$ cat src/rtl/camera_frame_ctrl.sv
// camera_frame_ctrl: frame-level handshake between a camera sensor and the
// capture datapath. Skips a configurable number of frames after START, arms
// capture, holds a captured frame until the consumer is done, then releases
// it (optionally re-arming continuously). Flags missing VSYNC with a timeout.
// Optional build macro: CAMFC_LINE_CHECK_EN enables a per-frame HREF line
// count check that sets LINE_ERR when the captured frame has the wrong size.
module camera_frame_ctrl #(
   parameter int SKIP_FRAMES = 2,
   parameter int TIMEOUT_CYC = 1000000,
   parameter int EXP_LINES   = 240
) (
   input  logic        PCLK,
   input  logic        HRESETn,
   input  logic        VSYNC,
   input  logic        HREF,
   input  logic        START,
   input  logic        ABORT,
   input  logic        CONT,
   input  logic        CAP_READY,
   input  logic        RD_DONE,
   output logic        CAP_VALID,
   output logic        BUSY,
   output logic        FRAME_DONE,
   output logic        TIMEOUT_ERR,
   output logic        LINE_ERR,
   output logic [15:0] FRAME_CNT
);

   localparam logic [2:0] ST_IDLE    = 3'd0;
   localparam logic [2:0] ST_SKIP    = 3'd1;
   localparam logic [2:0] ST_ARM     = 3'd2;
   localparam logic [2:0] ST_HOLD    = 3'd3;
   localparam logic [2:0] ST_RELEASE = 3'd4;

   localparam int SKIP_W = (SKIP_FRAMES > 0) ? $clog2(SKIP_FRAMES + 1) : 1;
   localparam int TO_W   = (TIMEOUT_CYC > 1) ? $clog2(TIMEOUT_CYC + 1) : 1;
   localparam logic [TO_W-1:0] TO_LAST = TO_W'(TIMEOUT_CYC - 1);

   logic [2:0]        state_q, state_d;
   logic              vsync_q, vsync_d;
   logic [SKIP_W-1:0] skip_q, skip_d;
   logic [TO_W-1:0]   timeout_q, timeout_d;
   logic [15:0]       frame_cnt_q, frame_cnt_d;
   logic              cap_valid_q, cap_valid_d;
   logic              frame_done_q, frame_done_d;
   logic              timeout_err_q, timeout_err_d;

   logic              vsync_rise;
   logic              to_run;
   logic              to_expire;
   logic              start_accept;
   logic              frame_accept;
   logic [SKIP_W-1:0] skip_inc;

   assign vsync_rise   = VSYNC & ~vsync_q;
   assign to_run       = (state_q == ST_SKIP) || (state_q == ST_ARM);
   // A VSYNC edge restarts the watchdog, so it can never expire on that cycle.
   assign to_expire    = to_run && !vsync_rise && (timeout_q == TO_LAST);
   assign start_accept = (state_q == ST_IDLE) && START;
   assign skip_inc     = skip_q + SKIP_W'(1);

   // Next-state, counters and registered outputs; ABORT outranks everything.
   always_comb begin
      state_d       = state_q;
      vsync_d       = VSYNC;
      skip_d        = skip_q;
      frame_cnt_d   = frame_cnt_q;
      frame_done_d  = 1'b0;
      timeout_err_d = timeout_err_q;
      frame_accept  = 1'b0;
      // Watchdog idles at zero outside SKIP/ARM, so every entry starts fresh.
      timeout_d     = (to_run && !vsync_rise) ? timeout_q + TO_W'(1) : '0;

      if (ABORT && (state_q != ST_IDLE)) begin
         state_d = ST_RELEASE;
      end else begin
         case (state_q)
            ST_IDLE: begin
               if (START) begin
                  skip_d        = '0;
                  timeout_err_d = 1'b0;
                  state_d       = (SKIP_FRAMES == 0) ? ST_ARM : ST_SKIP;
               end
            end
            ST_SKIP: begin
               if (to_expire) begin
                  timeout_err_d = 1'b1;
                  state_d       = ST_IDLE;
               end else if (vsync_rise) begin
                  skip_d = skip_inc;
                  if (skip_inc == SKIP_W'(SKIP_FRAMES)) begin
                     state_d = ST_ARM;
                  end
               end
            end
            ST_ARM: begin
               if (to_expire) begin
                  timeout_err_d = 1'b1;
                  state_d       = ST_IDLE;
               end else if (CAP_READY) begin
                  frame_accept = 1'b1;
                  frame_done_d = 1'b1;
                  frame_cnt_d  = frame_cnt_q + 16'd1;
                  state_d      = ST_HOLD;
               end
            end
            ST_HOLD: begin
               if (RD_DONE) begin
                  state_d = ST_RELEASE;
               end
            end
            ST_RELEASE: begin
               if (!CAP_READY) begin
                  state_d = CONT ? ST_ARM : ST_IDLE;
               end
            end
            default: begin
               state_d = ST_IDLE;
            end
         endcase
      end

      cap_valid_d = (state_d == ST_ARM) || (state_d == ST_HOLD);
   end

   // Control registers; reset clears CAP_VALID without waiting for a clock.
   always_ff @(posedge PCLK or negedge HRESETn) begin
      if (!HRESETn) begin
         state_q       <= ST_IDLE;
         vsync_q       <= 1'b0;
         skip_q        <= '0;
         timeout_q     <= '0;
         frame_cnt_q   <= '0;
         cap_valid_q   <= 1'b0;
         frame_done_q  <= 1'b0;
         timeout_err_q <= 1'b0;
      end else begin
         state_q       <= state_d;
         vsync_q       <= vsync_d;
         skip_q        <= skip_d;
         timeout_q     <= timeout_d;
         frame_cnt_q   <= frame_cnt_d;
         cap_valid_q   <= cap_valid_d;
         frame_done_q  <= frame_done_d;
         timeout_err_q <= timeout_err_d;
      end
   end

`ifdef CAMFC_LINE_CHECK_EN
   logic       href_q, href_d;
   logic [9:0] line_q, line_d;
   logic       line_err_q, line_err_d;
   logic       href_rise;

   assign href_rise = HREF & ~href_q;

   // Line counter restarts per frame; the count is judged when a frame is taken.
   always_comb begin
      href_d     = HREF;
      line_d     = line_q;
      line_err_d = line_err_q;
      if (vsync_rise) begin
         line_d = '0;
      end
      if ((state_q == ST_ARM) && href_rise) begin
         line_d = line_d + 10'd1;
      end
      if (start_accept) begin
         line_err_d = 1'b0;
      end else if (frame_accept && (line_q != 10'(EXP_LINES))) begin
         line_err_d = 1'b1;
      end
   end

   // Line check registers.
   always_ff @(posedge PCLK or negedge HRESETn) begin
      if (!HRESETn) begin
         href_q     <= 1'b0;
         line_q     <= '0;
         line_err_q <= 1'b0;
      end else begin
         href_q     <= href_d;
         line_q     <= line_d;
         line_err_q <= line_err_d;
      end
   end

   assign LINE_ERR = line_err_q;
`else
   logic unused_line_cfg;
   assign unused_line_cfg = HREF & start_accept & frame_accept & (EXP_LINES > 0);
   assign LINE_ERR        = 1'b0;
`endif

   assign CAP_VALID   = cap_valid_q;
   assign BUSY        = (state_q != ST_IDLE);
   assign FRAME_DONE  = frame_done_q;
   assign TIMEOUT_ERR = timeout_err_q;
   assign FRAME_CNT   = frame_cnt_q;

endmodule

$ cat config.mk
export PLATFORM = sky130hd
export DESIGN_NAME = camera_frame_ctrl
export DESIGN_NICKNAME = d
export VERILOG_FILES = /design/src/rtl/camera_frame_ctrl.sv
export SDC_FILE = /design/constraint.sdc
export NUM_CORES = 1
export LEC_CHECK = 0
export ABC_AREA = 1
export CORE_MARGIN = 2
export CORE_UTILIZATION = 55
export DETAILED_ROUTE_END_ITERATION = 7
export DONT_BUFFER_PORTS = 1
export GPL_TIMING_DRIVEN = 0
export PLACE_DENSITY = 0.73
export RECOVER_POWER = 25
export SETUP_SLACK_MARGIN = 0.2
export SLEW_MARGIN = 30
export SYNTH_ARGS = -nofsm -noshare
export SYNTH_HDL_FRONTEND = slang
export SYNTH_SLANG_ARGS = --single-unit
$ cat constraint.sdc
create_clock -name PCLK -period 1.5 [get_ports PCLK]
set_input_delay 0.225 -clock PCLK [delete_from_list [all_inputs] [get_ports PCLK]]
set_output_delay 0.225 -clock PCLK [all_outputs]
set_load 0.03 [all_outputs]
==> reports/results.txt, run 1 <==
FILL cells - 266
Post-synth ARST share - 100%
number of top-level pins - 30
Final Hold Viols - 0
layout cells sized above 1 - 34.8%
Pleak - 0.00151 uW
CTS tree - yes
worst slew pin tran - 991 ps
Post-synth EDFFs - 0
H-tree levels - 2
Root Driver - clkbuf_8
final worst-path cycle share - 113%
post-synth net total - 365
Critical Path Start - timeout_q[12]$_DFF_PN0_
critical path required time - 1740 ps
WHS Path Cells - 2
Setup Viol. Count Final - 25
first-pass GRT wire length - 11300 um
total track usage - 27.9%
Avg Vias per Cell - 5.90
DR pass1 iterations - 5
WS Path Type - flop to flop
Congestion Overflow GR - 0
Area Growth Syn to Fin - 36.2%
syn_area_per_cell - 7.23 um^2
status - finished, violations left
switch share - 38.4%
hold endpoint - state_q[2]$_DFF_PN0_
Max-cap violations - 0
total area of multi-input combinational cells - 1600 um^2
Std-Cell Core Area - 4410 um^2
failing checks - setup timing
filler-free cell count of the finished design - 454
Final Max Slew Viols - 0
Rows - 24
CP Data Arrival Time - 1940 ps
Max Freq - 0.590 GHz
total power - 3880 uW
Seq cells post-synth - 45
CP endpoint kind - flop
total CTS buffers - 5
placed cell count - 405
Gate power share - 41.5%
synthesized instance count - 353
commonest cells in the netlist - 110 x nand2_1, 46 x nor2_1, 45 x dfrtp_1, 34 x inv_1, 33 x nand3_1
Seq/Total Area, Yosys - 44.1%
Setup WS post-layout - -196 ps
routed vias - 2679
largest net degree at the start of global routing - 46
Psw - 1490 uW
RR Endpoint - FRAME_CNT[0]$_DFFE_PN0P_
top cell type's share of synthesized area - 44.1%
Routed Antenna Nets - 0
worst vdd ir - 1.21 mV
Mapped Area - 2550 um^2
final WL - 7800 um
RSZ-0062 raised after global routing - yes
DR iter-0 viols - 295
Port Buffers - 0
Setup Skew - 7.06 ps
CTS clk-pin slew, worst paths - 80 ps
Reg area - 1140 um^2
dominant synthesized flop cell - dfrtp_1
Flop pwr share - 39.5%
P_int - 2390 uW
die area - 5200 um^2
flop2flop setup slack - -200 ps
clock power share - 19.0%
antenna violations before repair - 0
yosys warns - 0
Clk Latency, worst-skew pair - 300 ps
vias in the first global route - 2486
Inserted Diodes - 0
Critical R2R Launch - timeout_q[12]$_DFF_PN0_
Worst Path Max Fanout - 6
min-delay src - ABORT
synth top area cells - dfrtp_1 44%, nand2_1 16%, nor2_1 6.8%
Die Wd - 72.1 um
Final min period - 1700 ps
Remaining DRCs - 0
starting density of the core - 57.9%
reg2reg path depth - 8
slew margin rel. - 33.9%
Unique masters post-synth - 25
CP startpoint kind - flop
Nets - 413
Post-Place Setup Slack - -307 ps
HP Class - input pin to flop
post-synth top area cell - dfrtp_1
chip height - 72.1 um
most numerous cell in the Yosys netlist - nand2_1
final hold slack - 103 ps
DR WL/cell - 17.2 um
post-layout util - 78.8%
CTS Buffer Depth - 2
DPL Wire Length - 3970 um
clk sinks - 45
gp weighted congestion - 0.830
pwr dens - 1110 nW/um^2
## worst max-delay path: stages, from the launching register on
cell,delay (ps)
dfrtp_1,470
nor2_1,240
nand3_1,180
nor2_4,180
nand3_4,150
nand2_8,130
clkbuf_16,150
nand2_1,60
nand2_1,80
## power by group through the flow
| stage | Combinational, uW | Clock (uW) | Sequential, uW |
|---|---|---|---|
| after floorplan | 507 | 0 | 1500 |
| after global placement | 603 | 0 | 1520 |
| after detailed placement | 617 | 0 | 1520 |
| after CTS | 1210 | 752 | 1490 |
| after global routing | 1690 | 807 | 1540 |
| final | 1610 | 736 | 1530 |
## cells in the final DEF, fill, tap and decap left out, types with 2 or more instances in the layout
master	instances
nand2_1	75
nor2_1	37
dfrtp_1	31
inv_1	30
nand3_1	27
nand2_2	26
buf_4	25
dfrtp_2	14
buf_6	14
a21oi_1	12
nor2_4	9
nand2_4	9
o21ai_1	9
nor3_1	8
nand4_1	7
nand3_2	5
xor2_1	5
clkbuf_8	5
o21ai_0	4
a21oi_2	4
xnor2_1	4
nor2_2	3
nor3_2	3
nand3b_1	3
clkbuf_1	3
inv_2	2
nand3_4	2
inv_4	2
buf_8	2
nor3_4	2
o21ai_2	2
and2_1	2
or2_2	2
dlygate4sd3_1	2
## worst max path at each step
stage | end | slack (ps) | depth (start not counted)
after CTS | state_q[1]$_DFF_PN0_ | -20 | 9
after floorplan | FRAME_CNT[11]$_DFFE_PN0P_ | 30 | 8
after detailed placement | FRAME_CNT[7]$_DFFE_PN0P_ | -310 | 8
after global routing | FRAME_CNT[0]$_DFFE_PN0P_ | -250 | 10
after global placement | FRAME_CNT[10]$_DFFE_PN0P_ | -270 | 8
final | FRAME_CNT[0]$_DFFE_PN0P_ | -200 | 8
## metrics by stage
step | cell area (um^2) | setup TNS [ps]
2_1_floorplan | 2610 | 0
3_3_place_gp | 2670 | -4590
3_5_place_dp | 2670 | -5210
4_1_cts | 3210 | -96.5
5_1_grt | 3480 | -5470
6_report | 3480 | -3020
## final cells by class
cell class	count	area share [%]
buffer	5	1.73
inverter	34	3.81
multi-input combinational	269	46.1
clock buffer	8	2.30
sequential	45	32.9
tap	52	1.87
timing repair buffer	41	11.3
## logic make-up after synthesis
| logic type | count (synthesis) | share of synthesized area (%) |
|---|---|---|
| fa+ha+maj | 3 | 1.47 |
| compound gates | 34 | 7.20 |
| buf+inv | 39 | 6.32 |
| simple gates | 222 | 37.7 |
| xor+xnor | 9 | 3.09 |
| other cells | 1 | 0.147 |
| flops | 45 | 44.1 |
## routing by layer
layer / track usage (%) / vias up / part of all wire (%)
li1: - / 1232 / -
met1: 34.7 / 1298 / 39
met2: 47.4 / 123 / 50
met3: 6.67 / 26 / 7.5
met4: 10.1 / 0 / 3.1
met5: 0 / - / 0
## repair_timing
action                                  CTS  global route
buffers inserted                         29             7
pin swaps                                19            25
resized for setup                        70            54
gates cloned                              1             1
hold buffers                              1             2
endpoints found under the setup margin   41            42
endpoints found under the hold margin    46            45
## state kept, by name, indices dropped and copies added (netlist names)
name and count:
FRAME_CNT 16, CAP_VALID 1, vsync_q 1, state_q 3, timeout_q 20, TIMEOUT_ERR 1, skip_q 2, FRAME_DONE 1
Note: power is estimated with default switching activity, not from simulation.
==> inputs of run 2 (changes only) <==
--- a/config.mk
+++ b/config.mk
@@ -6,7 +6,6 @@
 export NUM_CORES = 1
 export LEC_CHECK = 0
 export ABC_AREA = 1
-export CORE_MARGIN = 2
 export CORE_UTILIZATION = 55
 export DETAILED_ROUTE_END_ITERATION = 7
 export DONT_BUFFER_PORTS = 1
==> run 2 against run 1 <==
  * The run still ends with setup timing left
  * Critical path depth rose by 1
  * Setup slack better by 40 ps
  * Wire length is 1.7% higher
==> reports/results.txt, run 2 (synthesized netlist as in run 1, its figures left out) <==
final worst-path cycle share - 110% (was 113%)
Die Wd - 70.1 um (was 72.1 um)
HP Class - input pin to flop (unchanged)
CTS clk-pin slew, worst paths - 90 ps (was 80 ps)
CP Data Arrival Time - 1820 ps (was 1940 ps)
failing checks - setup timing (unchanged)
max reg flops - 20 (unchanged)
status - finished, violations left (unchanged)
Critical R2R Launch - timeout_q[8]$_DFF_PN0_ (was timeout_q[12]$_DFF_PN0_)
worst slew pin tran - 997 ps (was 991 ps)
total track usage - 27.9% (about the same)
Avg Vias per Cell - 5.95 (was 5.90)
die area - 4920 um^2 (was 5200 um^2)
WHS Path Cells - 2 (unchanged)
cell area after layout - 3510 um^2 (was 3480 um^2)
hold endpoint - state_q[2]$_DFF_PN0_ (unchanged)
Max-cap violations - 0 (unchanged)
Std-Cell Core Area - 4410 um^2 (unchanged)
Pleak - 0.00160 uW (was 0.00151 uW)
first-pass GRT wire length - 10800 um (was 11300 um)
Max Freq - 0.604 GHz (was 0.590 GHz)
DR pass1 iterations - 5 (unchanged)
DR WL/cell - 17.3 um (was 17.2 um)
layout cells sized above 1 - 37.0% (was 34.8%)
flop2flop setup slack - -160 ps (was -200 ps)
Congestion Overflow GR - 0 (unchanged)
RSZ-0062 raised after global routing - yes (unchanged)
chip height - 70.1 um (was 72.1 um)
worst vdd ir - 1.11 mV (was 1.21 mV)
Final Max Slew Viols - 0 (unchanged)
post-route setup TNS - -2720 ps (was -3020 ps)
min-delay src - ABORT (unchanged)
Area Growth Syn to Fin - 37.6% (was 36.2%)
critical path required time - 1660 ps (was 1740 ps)
DPL Wire Length - 3890 um (was 3970 um)
H-tree levels - 2 (unchanged)
Nets - 416 (was 413)
clk sinks - 45 (unchanged)
DR iter-0 viols - 248 (was 295)
Final min period - 1660 ps (was 1700 ps)
antenna violations before repair - 0 (unchanged)
starting density of the core - 57.9% (unchanged)
CTS Buffer Depth - 2 (unchanged)
CP startpoint kind - flop (unchanged)
Port Buffers - 0 (unchanged)
final WL - 7930 um (was 7800 um)
WS Path Type - flop to flop (unchanged)
cell area after placement - 2670 um^2 (unchanged)
Setup Skew - 10.9 ps (was 7.06 ps)
commonest non-fill, non-tap cell in the layout - nand2_1 (unchanged)
vias in the first global route - 2278 (was 2486)
CP endpoint kind - flop (unchanged)
reg2reg path depth - 9 (was 8)
Final Hold Viols - 0 (unchanged)
pwr dens - 1100 nW/um^2 (was 1110 nW/um^2)
Setup Viol. Count Final - 23 (was 25)
Top reg by flops - timeout_q (unchanged)
number of top-level pins - 30 (unchanged)
Inserted Diodes - 0 (unchanged)
FILL cells - 264 (was 266)
Setup WS post-layout - -155 ps (was -196 ps)
Worst Path Max Fanout - 6 (unchanged)
Routed Antenna Nets - 0 (unchanged)
Root Driver - clkbuf_8 (unchanged)
slew margin rel. - 33.5% (was 33.9%)
gp weighted congestion - 0.882 (was 0.830)
total power - 3870 uW (was 3880 uW)
CTS tree - yes (unchanged)
Clk Latency, worst-skew pair - 300 ps (about the same)
Remaining DRCs - 0 (unchanged)
largest net degree at the start of global routing - 46 (unchanged)
RR Endpoint - state_q[1]$_DFF_PN0_ (was FRAME_CNT[0]$_DFFE_PN0P_)
routed vias - 2721 (was 2679)
most frequent cells in the layout - 75 x nand2_1, 36 x nor2_1, 35 x buf_4 (was 75 x nand2_1, 37 x nor2_1, 31 x dfrtp_1)
total CTS buffers - 5 (unchanged)
Rows - 24 (unchanged)
run 2: changes by cell type in the layout (fill, tap and decap cells not counted), moves of 3 or more:
| cell | previous run | this run |
|---|---|---|
| inv_1 | 30 | 27 |
| buf_4 | 25 | 35 |
| dfrtp_1 | 31 | 27 |
| nand2_2 | 26 | 22 |
| inv_2 | 2 | 7 |
| nand3_2 | 5 | 1 |
| dfrtp_2 | 14 | 18 |
| buf_6 | 14 | 10 |
| nand2_4 | 9 | 14 |
run 2: per-stage QoR:
step                      instances  utilization [%]  setup WS [ps]  hold WS (ps)
final                           457             79.6           -155          86.2
after global routing            457             79.6           -196          87.2
after CTS                       434             71.1          -47.3          -396
after detailed placement        405             60.5           -278         -69.1
after global placement          405             60.5           -255         -69.2
after floorplan                 353                -           30.5         -70.6
run 2: timing repair:
item | in CTS | in global routing
gates resized for setup | 65 | 63
pin swaps | 21 | 30
hold endpoints to repair | 46 | 45
setup endpoints to repair | 41 | 42
cloned | 2 | 0
hold buffers | 1 | 2
setup buffers | 18 | 21
run 2: worst max-delay path by stage:
stage	startpoint	endpoint	slack, ps	cells past startpoint
6_report	timeout_q[8]$_DFF_PN0_	state_q[1]$_DFF_PN0_	-160	9
5_1_grt	timeout_q[8]$_DFF_PN0_	state_q[1]$_DFF_PN0_	-200	9
4_1_cts	timeout_q[1]$_DFF_PN0_	FRAME_CNT[8]$_DFFE_PN0P_	-50	10
3_5_place_dp	state_q[2]$_DFF_PN0_	FRAME_CNT[2]$_DFFE_PN0P_	-280	8
3_3_place_gp	state_q[2]$_DFF_PN0_	FRAME_CNT[11]$_DFFE_PN0P_	-260	8
2_1_floorplan	state_q[2]$_DFF_PN0_	FRAME_CNT[11]$_DFFE_PN0P_	30	8
run 2: metal layers:
| layer | global-route usage, % | share of wire (%) | vias to the layer above |
|---|---|---|---|
| met5 | 0 | 0 | - |
| met4 | 8.22 | 3.6 | 0 |
| met3 | 6.49 | 7.7 | 34 |
| met2 | 43.6 | 50 | 159 |
| met1 | 38.7 | 38 | 1290 |
| li1 | - | - | 1238 |
run 2: cell type report:
type                       count  area, um^2  area share, %
buffer                         5        48.8           1.39
clock buffer                   7        86.3           2.46
clock inverter                 1        30.0          0.855
inverter                      34         128           3.63
multi-input combinational    269        1640           46.5
sequential                    45        1150           32.7
tap                           52        65.1           1.85
timing repair buffer          44         372           10.6
run 2: where the power goes:
group          total, uW  internal [uW]  switching [uW]
combinational       1340            586             758
sequential          1550           1310             236
clock                974            544             430
run 2: critical path, stage by stage, from the launching register on:
cell	delay, ps
dfrtp_2	450
inv_2	90
nand2_2	60
nor2_2	140
nand2_2	100
nor2_4	200
nand3_4	150
buf_4	170
nand2_2	60
a21oi_1	90
==> inputs of run 3 (changes only) <==
--- a/config.mk
+++ b/config.mk
@@ -12,6 +12,7 @@
 export GPL_TIMING_DRIVEN = 0
 export PLACE_DENSITY = 0.73
 export RECOVER_POWER = 25
+export REMOVE_ABC_BUFFERS = 1
 export SETUP_SLACK_MARGIN = 0.2
 export SLEW_MARGIN = 30
 export SYNTH_ARGS = -nofsm -noshare
==> run 3 against run 2 <==
  * The run still ends with setup timing left
  * Count of clock-buffer cells in the layout stayed put
  * Sequential power hardly changed
  * Non-clock buffer count is 14 lower
  * Utilization is 2.7 points lower
  * Final area is 3.4% lower
  * Clock power is 22% lower
  * Power is 4.3% lower
  * Sequential share of layout area is 1.0 points higher
  * First-iteration DRC count is 24% lower
  * Combinational power is 5% higher
  * Die area stayed put
  * Critical path type unchanged
  * Largest cell class unchanged
==> reports/results.txt, run 3 (synthesized netlist as in run 1, its figures left out) <==
Critical R2R Launch - timeout_q[0]$_DFF_PN0_ (was timeout_q[8]$_DFF_PN0_)
CP Data Arrival Time - 1840 ps (was 1820 ps)
max incr delay on CP - 400 ps (was 450 ps)
Top reg by flops - timeout_q (unchanged)
Flop pwr share - 41.3% (was 40.1%)
Crit path depth - 9 (unchanged)
total track usage - 27.2% (was 27.9%)
Setup Skew - 8.13 ps (was 10.9 ps)
final worst-path cycle share - 110% (about the same)
RSZ-0062 raised after global routing - yes (unchanged)
Congestion Overflow GR - 0 (unchanged)
Top delay family on crit path - simple AND/OR/NAND/NOR gates (unchanged)
die area - 4920 um^2 (unchanged)
post-route setup TNS - -2260 ps (was -2720 ps)
Psw - 1350 uW (was 1420 uW)
Worst Path Max Fanout - 6 (unchanged)
most frequent cells in the layout - 96 x nand2_1, 39 x nor2_1, 30 x dfrtp_1, 30 x inv_1 (was 75 x nand2_1, 36 x nor2_1, 35 x buf_4)
largest net degree at the start of global routing - 46 (unchanged)
Rows - 24 (unchanged)
Clk Latency, worst-skew pair - 300 ps (about the same)
antenna violations before repair - 0 (unchanged)
critical path required time - 1690 ps (was 1660 ps)
CP dominant cell by count - nor2_4 (was nand2_2)
DR iter-0 viols - 188 (was 248)
filler-free cell count of the finished design - 442 (was 457)
Post-Place Setup Slack - -533 ps (was -278 ps)
failing checks - setup timing (unchanged)
total CTS buffers - 5 (unchanged)
CTS Buffer Depth - 2 (unchanged)
HP Class - input pin to flop (unchanged)
final WL - 6720 um (was 7930 um)
Inserted Diodes - 0 (unchanged)
Max Freq - 0.606 GHz (was 0.604 GHz)
slew margin rel. - 34.1% (was 33.5%)
commonest non-fill, non-tap cell in the layout - nand2_1 (unchanged)
first-pass GRT wire length - 10600 um (was 10800 um)
Area Growth Syn to Fin - 32.9% (was 37.6%)
gp weighted congestion - 0.922 (was 0.882)
chip height - 70.1 um (unchanged)
Setup WS post-layout - -151 ps (was -155 ps)
clock power share - 20.6% (was 25.2%)
Nets - 402 (was 416)
Final Hold Viols - 0 (unchanged)
worst slew pin tran - 988 ps (was 997 ps)
Port Buffers - 0 (unchanged)
DPL Wire Length - 3650 um (was 3890 um)
H-tree levels - 2 (unchanged)
min-delay src - ABORT (unchanged)
Setup Viol. Count Final - 29 (was 23)
CP startpoint kind - flop (unchanged)
switch share - 36.5% (was 36.8%)
Worst Path Buf+Inv - 2 (unchanged)
DR WL/cell - 15.2 um (was 17.3 um)
flop2flop setup slack - -150 ps (was -160 ps)
CP Cell Sequence - ha_2, nand2_4, nor2_4, inv_2, nor2_4, nand3_4, buf_6, nand3_1, nand2_1 (was inv_2, nand2_2, nor2_2, nand2_2, nor2_4, nand3_4, buf_4, nand2_2, a21oi_1)
CTS clk-pin slew, worst paths - 80 ps (was 90 ps)
Gate power share - 38.1% (was 34.7%)
RR Endpoint - FRAME_CNT[15]$_DFFE_PN0P_ (was state_q[1]$_DFF_PN0_)
max reg flops - 20 (unchanged)
WHS Path Cells - 2 (unchanged)
Slowest cell on crit path - dfrtp_1 (was dfrtp_2)
total power - 3700 uW (was 3870 uW)
Final Max Slew Viols - 0 (unchanged)
Remaining DRCs - 0 (unchanged)
status - finished, violations left (unchanged)
hold endpoint - state_q[2]$_DFF_PN0_ (unchanged)
WS Path Type - flop to flop (unchanged)
Max-cap violations - 0 (unchanged)
DR pass1 iterations - 5 (unchanged)
vias in the first global route - 2300 (was 2278)
Final min period - 1650 ps (was 1660 ps)
Std-Cell Core Area - 4410 um^2 (unchanged)
Routed Antenna Nets - 0 (unchanged)
Die Wd - 70.1 um (unchanged)
number of top-level pins - 30 (unchanged)
layout cells sized above 1 - 31.8% (was 37.0%)
routed vias - 2519 (was 2721)
CTS tree - yes (unchanged)
Root Driver - clkbuf_8 (unchanged)
starting density of the core - 57.9% (unchanged)
CP endpoint kind - flop (unchanged)
reg2reg path depth - 9 (unchanged)
worst vdd ir - 0.881 mV (was 1.11 mV)
clk sinks - 45 (unchanged)
pwr dens - 1090 nW/um^2 (was 1100 nW/um^2)
Avg Vias per Cell - 5.70 (was 5.95)
Pleak - 0.00148 uW (was 0.00160 uW)
placed cell count - 400 (was 405)
P_int - 2350 uW (was 2440 uW)
==> run 3: cell types whose count changed in the layout (fill, tap and decap cells not counted), moves of 4 or more <==
cell / before / now
buf_4: 35 / 17
nand2_1: 75 / 96
nand2_4: 14 / 7
a21oi_2: 2 / 7
nand3_2: 1 / 15
inv_2: 7 / 3
nand2_2: 22 / 6
nand3_1: 29 / 17
a21oi_1: 14 / 9
==> run 3: what timing repair did <==
action / CTS / global route
hold endpoints to repair: 46 / 45
resized for setup: 69 / 59
hold buffers: 1 / 2
pin swaps: 20 / 17
setup buffers: 21 / 9
endpoints found under the setup margin: 43 / 42
cloned: 2 / 0
==> run 3: metal layers <==
metal	track usage (%)	share of wire (%)
met2	42.9	49
met1	36.9	42
met3	6.06	6.2
met4	9.33	2.3
met5	0	0
==> run 3: layout make-up <==
type,count,area [um^2]
sequential,45,1140
multi-input combinational,269,1610
clock buffer,7,86.3
fill,279,1020
timing repair buffer,35,358
inverter,34,130
tap,52,65.1
==> run 3: worst register-to-register path, stage by stage, from the launching register on <==
cell	delay, ps
dfrtp_1	400
ha_2	230
nand2_4	60
nor2_4	150
inv_2	70
nor2_4	130
nand3_4	160
buf_6	180
nand3_1	100
nand2_1	70
==> run 3: power groups by stage <==
| stage | Combinational [uW] | Sequential [uW] | Clock (uW) |
|---|---|---|---|
| 6_report | 1410 | 1530 | 762 |
| 3_5_place_dp | 583 | 1510 | 0 |
| 2_1_floorplan | 475 | 1480 | 0 |
| 4_1_cts | 1080 | 1510 | 774 |
| 3_3_place_gp | 559 | 1510 | 0 |
| 5_1_grt | 1530 | 1540 | 832 |
==> run 3: worst max-delay path by stage <==
| stage | start | to |
|---|---|---|
| after floorplan | state_q[2]$_DFF_PN0_ | FRAME_CNT[9]$_DFFE_PN0P_ |
| after global placement | state_q[2]$_DFF_PN0_ | FRAME_CNT[15]$_DFFE_PN0P_ |
| after detailed placement | state_q[2]$_DFF_PN0_ | FRAME_CNT[15]$_DFFE_PN0P_ |
| after CTS | timeout_q[0]$_DFF_PN0_ | FRAME_CNT[9]$_DFFE_PN0P_ |
| after global routing | timeout_q[4]$_DFF_PN0_ | FRAME_CNT[15]$_DFFE_PN0P_ |
| final | timeout_q[0]$_DFF_PN0_ | FRAME_CNT[15]$_DFFE_PN0P_ |
==> run 3: stage by stage <==
stage | utilization [%] | area, um^2 | hold WS, ps
after detailed placement | 58.6 | 2580 | -68.7
after floorplan | - | 2520 | -70.6
after global placement | 58.6 | 2580 | -68.9
after global routing | 76.9 | 3390 | 106
after CTS | 70.8 | 3130 | -389
final | 76.9 | 3390 | 86.4
